### config.mk
export PLATFORM = sky130hd
export DESIGN_NAME = sync_fifo_flags_flat
export DESIGN_NICKNAME = d
export VERILOG_FILES = /design/src/rtl/sync_fifo_flags_if.sv /design/src/rtl/sync_fifo_flags.sv /design/src/flat_wrapper.sv
export SDC_FILE = /design/constraint.sdc
export NUM_CORES = 1
export LEC_CHECK = 0
export ABC_AREA = 1
export BUFFER_PORTS_ARGS = -buffer_cell sky130_fd_sc_hd__clkbuf_2
export CORE_UTILIZATION = 50
export CTS_CLUSTER_DIAMETER = 200
export DETAILED_ROUTE_END_ITERATION = 8
export PLACE_DENSITY = 0.7
export SYNTH_ARGS = -nofsm -noshare
export SYNTH_HDL_FRONTEND = slang
export SYNTH_SLANG_ARGS = --single-unit
### constraint.sdc
create_clock -name clk -period 2.5 [get_ports clk]
set_input_delay 0 -clock clk [delete_from_list [all_inputs] [get_ports clk]]
set_output_delay 0 -clock clk [all_outputs]
set_load 0.02 [all_outputs]
### src/rtl/sync_fifo_flags_if.sv
// Handshake and status bundle for sync_fifo_flags; master drives requests, slave is the FIFO.
interface sync_fifo_flags_if #(
   parameter int DATA_WIDTH = 8,
   parameter int ADDR_WIDTH = 4
);
   logic                  w_en;
   logic [DATA_WIDTH-1:0] data_in;
   logic                  r_en;
   logic [DATA_WIDTH-1:0] data_out;
   logic                  full;
   logic                  empty;
   logic                  almost_full;
   logic                  almost_empty;
   logic [ADDR_WIDTH:0]   af_thresh;
   logic [ADDR_WIDTH:0]   ae_thresh;
   logic [ADDR_WIDTH:0]   count;
   logic                  overflow;
   logic                  underflow;
   logic                  clr_err;

   modport master (
      output w_en, data_in, r_en, af_thresh, ae_thresh, clr_err,
      input  data_out, full, empty, almost_full, almost_empty, count, overflow, underflow
   );

   modport slave (
      input  w_en, data_in, r_en, af_thresh, ae_thresh, clr_err,
      output data_out, full, empty, almost_full, almost_empty, count, overflow, underflow
   );
endinterface

### src/rtl/sync_fifo_flags.sv
// Single-clock FIFO with occupancy counter, programmable almost-full/empty thresholds and sticky errors.
// FWFT=0 registers read data one cycle after the pop; FWFT=1 shows the head word combinationally.
module sync_fifo_flags #(
   parameter int DATA_WIDTH = 8,
   parameter int DEPTH      = 16,
   parameter int ADDR_WIDTH = 4,
   parameter bit FWFT       = 1'b0
) (
   input logic              clk,
   input logic              rst,
   sync_fifo_flags_if.slave bus
);
   localparam logic [ADDR_WIDTH:0] DEPTH_C = (ADDR_WIDTH+1)'(DEPTH);
   localparam logic [ADDR_WIDTH:0] ONE_C   = (ADDR_WIDTH+1)'(1);

   logic [DATA_WIDTH-1:0] mem_q [DEPTH];
   logic [ADDR_WIDTH:0]   wr_ptr_q, wr_ptr_d;
   logic [ADDR_WIDTH:0]   rd_ptr_q, rd_ptr_d;
   logic [ADDR_WIDTH:0]   count_q, count_d;
   logic                  ovf_q, ovf_d;
   logic                  udf_q, udf_d;
   logic                  full, empty, wr_acc, rd_acc;
   logic [DATA_WIDTH-1:0] head;
   logic                  ptr_full, ptr_empty;

   // Flags come from the counter so each side's acceptance never depends on the other side.
   assign full   = (count_q == DEPTH_C);
   assign empty  = (count_q == '0);
   assign wr_acc = bus.w_en & ~full;
   assign rd_acc = bus.r_en & ~empty;
   assign head   = mem_q[rd_ptr_q[ADDR_WIDTH-1:0]];

   assign bus.full         = full;
   assign bus.empty        = empty;
   assign bus.almost_full  = (count_q >= bus.af_thresh);
   assign bus.almost_empty = (count_q <= bus.ae_thresh);
   assign bus.count        = count_q;
   assign bus.overflow     = ovf_q;
   assign bus.underflow    = udf_q;

   always_comb begin
      wr_ptr_d = wr_ptr_q;
      rd_ptr_d = rd_ptr_q;
      count_d  = count_q;
      ovf_d    = ovf_q;
      udf_d    = udf_q;
      if (wr_acc) wr_ptr_d = wr_ptr_q + ONE_C;
      if (rd_acc) rd_ptr_d = rd_ptr_q + ONE_C;
      case ({wr_acc, rd_acc})
         2'b10:   count_d = count_q + ONE_C;
         2'b01:   count_d = count_q - ONE_C;
         default: count_d = count_q;
      endcase
      // A fresh error beats a same-cycle clear.
      if (bus.clr_err) begin
         ovf_d = 1'b0;
         udf_d = 1'b0;
      end
      if (bus.w_en && full)  ovf_d = 1'b1;
      if (bus.r_en && empty) udf_d = 1'b1;
   end

   always_ff @(posedge clk) begin
      if (!rst) begin
         wr_ptr_q <= '0;
         rd_ptr_q <= '0;
         count_q  <= '0;
         ovf_q    <= 1'b0;
         udf_q    <= 1'b0;
      end else begin
         wr_ptr_q <= wr_ptr_d;
         rd_ptr_q <= rd_ptr_d;
         count_q  <= count_d;
         ovf_q    <= ovf_d;
         udf_q    <= udf_d;
      end
   end

   always_ff @(posedge clk) begin
      if (rst && wr_acc) mem_q[wr_ptr_q[ADDR_WIDTH-1:0]] <= bus.data_in;
   end

   generate
      if (FWFT) begin : g_fwft
         assign bus.data_out = empty ? '0 : head;
      end else begin : g_reg
         logic [DATA_WIDTH-1:0] dout_q;
         always_ff @(posedge clk) begin
            if (!rst)        dout_q <= '0;
            else if (rd_acc) dout_q <= head;
         end
         assign bus.data_out = dout_q;
      end
   endgenerate

   assign ptr_empty = (wr_ptr_q == rd_ptr_q);
   assign ptr_full  = (wr_ptr_q[ADDR_WIDTH-1:0] == rd_ptr_q[ADDR_WIDTH-1:0]) &&
                      (wr_ptr_q[ADDR_WIDTH] != rd_ptr_q[ADDR_WIDTH]);

   a_ptr_vs_count: assert property (@(posedge clk) disable iff (!rst)
      (full == ptr_full) && (empty == ptr_empty));
endmodule

### src/flat_wrapper.sv
// flat-port wrapper written by rule: the top's interface ports become plain ports
module sync_fifo_flags_flat 
#(
   parameter int DATA_WIDTH = 8,
   parameter int DEPTH      = 16,
   parameter int ADDR_WIDTH = 4,
   parameter bit FWFT       = 1'b0
)
  (clk, rst, bus_w_en, bus_data_in, bus_r_en, bus_af_thresh, bus_ae_thresh, bus_clr_err, bus_data_out, bus_full, bus_empty, bus_almost_full, bus_almost_empty, bus_count, bus_overflow, bus_underflow);
  sync_fifo_flags_if #(.DATA_WIDTH(DATA_WIDTH), .ADDR_WIDTH(ADDR_WIDTH)) bus_i ();
  input logic clk;
  input logic rst;
  input wire logic [$bits(bus_i.w_en)-1:0] bus_w_en;
  input wire logic [$bits(bus_i.data_in)-1:0] bus_data_in;
  input wire logic [$bits(bus_i.r_en)-1:0] bus_r_en;
  input wire logic [$bits(bus_i.af_thresh)-1:0] bus_af_thresh;
  input wire logic [$bits(bus_i.ae_thresh)-1:0] bus_ae_thresh;
  input wire logic [$bits(bus_i.clr_err)-1:0] bus_clr_err;
  output wire logic [$bits(bus_i.data_out)-1:0] bus_data_out;
  output wire logic [$bits(bus_i.full)-1:0] bus_full;
  output wire logic [$bits(bus_i.empty)-1:0] bus_empty;
  output wire logic [$bits(bus_i.almost_full)-1:0] bus_almost_full;
  output wire logic [$bits(bus_i.almost_empty)-1:0] bus_almost_empty;
  output wire logic [$bits(bus_i.count)-1:0] bus_count;
  output wire logic [$bits(bus_i.overflow)-1:0] bus_overflow;
  output wire logic [$bits(bus_i.underflow)-1:0] bus_underflow;
  assign bus_i.w_en = bus_w_en;
  assign bus_i.data_in = bus_data_in;
  assign bus_i.r_en = bus_r_en;
  assign bus_i.af_thresh = bus_af_thresh;
  assign bus_i.ae_thresh = bus_ae_thresh;
  assign bus_i.clr_err = bus_clr_err;
  assign bus_data_out = bus_i.data_out;
  assign bus_full = bus_i.full;
  assign bus_empty = bus_i.empty;
  assign bus_almost_full = bus_i.almost_full;
  assign bus_almost_empty = bus_i.almost_empty;
  assign bus_count = bus_i.count;
  assign bus_overflow = bus_i.overflow;
  assign bus_underflow = bus_i.underflow;
  sync_fifo_flags #(.DATA_WIDTH(DATA_WIDTH), .DEPTH(DEPTH), .ADDR_WIDTH(ADDR_WIDTH), .FWFT(FWFT)) u_core (.clk(clk), .rst(rst), .bus(bus_i));
endmodule
==> run_results.csv <==
group,metric,value,unit
drt,remaining_drc_errors,0,
synth,most_instantiated_cells_after_synthesis,"nand2_1 (227), edfxtp_1 (128), inv_1 (102)",
sta,final_min_period_over_clock_period,91.6,%
pwr,leakage,0.00350,uW
synth,number_of_flops_mapped_to_enable_cells_by_yosys,128,
drt,detail_route.wirelength,16.1,mm
global_routing,globalRoute.totalOverflow,0,
floorplanning,design.portCount,42,
sta,timing_max_transition_violations_final,0,
floorplanning,floorplan.die.width,120,um
synth,mappedNetlistArea,6910,um2
worst_hold_path,worst_hold_path_type,"input port to flip-flop",
clocking,cts.clk_slew.worst_paths,0.06,ns
sta,grt_setup_unrepaired,"no",
worst_setup_path,worstPathCellList,"inv_1, nand4_1, nand2_2, inv_1, ha_2, inv_1, fa_1, inv_1, nand2_1, a21boi_0, o21bai_1, nand2_1, nand2_1, a21oi_1",
floorplanning,die_area,14300,um2
sta,max_freq,437,MHz
worst_setup_path,critPathLaunchType,"flip-flop",
synth,ys_seq_area_share,62.3,%
layout,drive_above_1_share,11.1,%
floorplanning,die_y,120,um
synth,synth.top_cells.by_area,"edfxtp_1 (56%), nand2_1 (12%), nand3_1 (7.0%)",
clocking,clockRootBuffer,"clkbuf_16",
place,gp_congestion,0.881,
worst_setup_path,timing_worst_setup_path_type,"flip-flop to flip-flop",
worst_setup_path,cpMaxStageDelayCell,"dfxtp_1",
layout,fin_nets,804,
layout,antennaDiodeCount,0,
place,detailedPlacementHpwl,10.4,mm
clocking,clock_buffers_created_by_tritoncts,17,
worst_setup_path,element_type_at_the_critical_path_end,"flip-flop",
sta,hold_viol,0,
worst_setup_path,worst_path_max_fanout,6,
synth,yosysTopAreaCell,"edfxtp_1",
synth,synth_seq_cells,151,
sta,finalCriticalPeriod,2.29,ns
worst_setup_path,critical_path_most_common_cell,"inv_1",
sta,tns,0,ns
place,io_buffers,41,
global_routing,grtUsageTotal,24.2,%
synth,synth_most_common_cell,"nand2_1",
synth,synth_nets,755,
synth,netlist-cell-type-count,26,
global_routing,grt_start_max_net_pins,66,
drt,dr_total_vias,4997,
sta,setup_viol_count_final,0,
synth,netlist.area_leader.share,55.7,%
sta,hold-worst-slack,0.103,ns
synth,synth-warning-count,0,
global_routing,antenna_found_initial,0,
worst_setup_path,worst_ep_arrival_time,2.64,ns
global_routing,wire_length_of_the_first_global_routing_pass,25.6,mm
floorplanning,floorplan.core_area,13300,um2
worst_setup_path,max_stage_delay,0.44,ns
synth,netlist_instances,712,
drt,dr.pass1.iters,5,
drt,final_antenna_net_count,0,
synth,asyncSetResetFlopFracSynth,0,%
drt,drt-wirelength-per-cell,16.9,um
sta,slew-limit-headroom,52.2,%
floorplanning,initial_core_util,51.7,%
floorplanning,std_cell_rows,42,
clocking,clockBufferDepth,2,
worst_setup_path,cp_data_required_time,2.85,ns
synth,syn_area_per_cell,9.70,um2
clocking,cts_max_level,4,
drt,dr.first_iter.drc_count,540,
outcome,outcome,"complete, no violations",
clocking,tritoncts,"done",
layout,syn2layout_area_growth,14.3,%
drt,via_per_inst,5.26,
sta,worst_clock_skew,0.00515,ns
pwr,power.density,1020,nW/um2
run,max-cap-violations,0,
clocking,clkLatencyLatePin,0.42,ns
sta,slew_at_the_pin_closest_to_its_max_slew_limit,0.715,ns
clocking,clock_sink_count,151,
global_routing,grt_pass1_vias,5064,
synth,synth_top_flop_cell,"edfxtp_1",
pwr,worst_ir_drop_vdd,0.521,mV
==> cell type report <==
class	instances	area [um2]
Inverter	107	402
Clock buffer	20	437
Timing Repair Buffer	59	358
Tap cell	176	220
Sequential cell	151	4310
Multi-Input combinational cell	425	1990
Clock inverter	12	181
Fill cell	1109	5450
==> through the flow <==
step	total power, uW	instance area [um2]	setup slack (ns)	instances	util, %
after floorplan	4700	6910	0.166	712	-
after global placement	5230	7200	0.297	911	54.0
after detailed placement	5290	7200	0.186	911	54.0
after CTS	8000	7890	0.177	950	59.1
after global routing	8390	7890	0.0228	950	59.1
final	8010	7890	0.210	950	59.1
==> cells in the final DEF, fill, tap and decap left out, types with 2 or more instances in the layout <==
cell type	count
ha_1	18
inv_2	4
clkbuf_2	41
bufinv_16	5
nor3_1	2
xor2_1	3
nand2_2	3
nand4_1	2
dlygate4sd3_1	7
buf_4	11
nand3_1	97
a21oi_1	15
inv_1	102
nor2_1	40
edfxtp_1	128
dfxtp_1	22
o21bai_1	2
clkinv_1	6
clkbuf_1	3
nand2_1	227
clkbuf_16	17
o21ai_0	10
==> cells by family (layout without fill, tap and decap cells) <==
group           after synthesis  in the layout  synth area share [%]
flops                       151            151                  62.3
simple gates                372            372                  22.3
buf+inv                     136            198                  8.89
fa+ha+maj                    20             20                  3.73
xor+xnor                      4              4                 0.507
compound gates               29             29                  2.23
==> flip-flops by register name (all words and copies together) (netlist names) <==
name / flops
u_core.bus.count: 5
u_core.bus.underflow: 1
u_core.bus.overflow: 1
u_core.mem_q: 128
u_core.wr_ptr_q: 4
u_core.bus.data_out: 8
u_core.rd_ptr_q: 4
==> worst max-delay path: cells and delay by family, from the launching register on <==
| family | cells | cell delay (ns) |
|---|---|---|
| flip-flops | 1 | 0.44 |
| buffers and inverters | 4 | 0.35 |
| AND/OR/NAND/NOR | 5 | 0.40 |
| AO/OA/AOI/OAI | 3 | 0.35 |
| adder cells (fa/ha/maj) | 2 | 0.66 |
==> power by group <==
| group | switching, uW | internal, uW | leakage [uW] |
|---|---|---|---|
| registers | 113 | 2880 | 0.00134 |
| clock network | 955 | 1750 | 0.000296 |
| logic | 1600 | 724 | 0.00186 |
==> final timing paths <==
check                      start  cells past startpoint  slack, ns             endpoint
max          u_core.bus.count[1]                     14       0.21  u_core.bus.count[4]
min               bus_data_in[0]                      1       0.10   u_core.mem_q[2][0]
max reg2reg  u_core.bus.count[1]                     14       0.21  u_core.bus.count[4]
min reg2reg   u_core.wr_ptr_q[3]                      2       0.52   u_core.wr_ptr_q[3]
==> timing repair <==
item,CTS,global route
hold buffers,7,0
endpoints found under the hold margin,11,0
setup buffers,0,0
endpoints found under the setup margin,0,1
gates resized for setup,0,1
==> metal layers <==
layer | global-route usage (%) | part of all wire, % | vias up | routed length (um)
met1 | 30.5 | 41 | 2367 | 6620
met4 | 12.5 | 3.3 | 0 | 533
met3 | 5.61 | 6.5 | 39 | 1050
met2 | 39.1 | 49 | 197 | 7870
li1 | - | - | 2394 | -
met5 | 0 | 0 | - | 0
No activity file was read; power rests on OpenSTA's default activity.
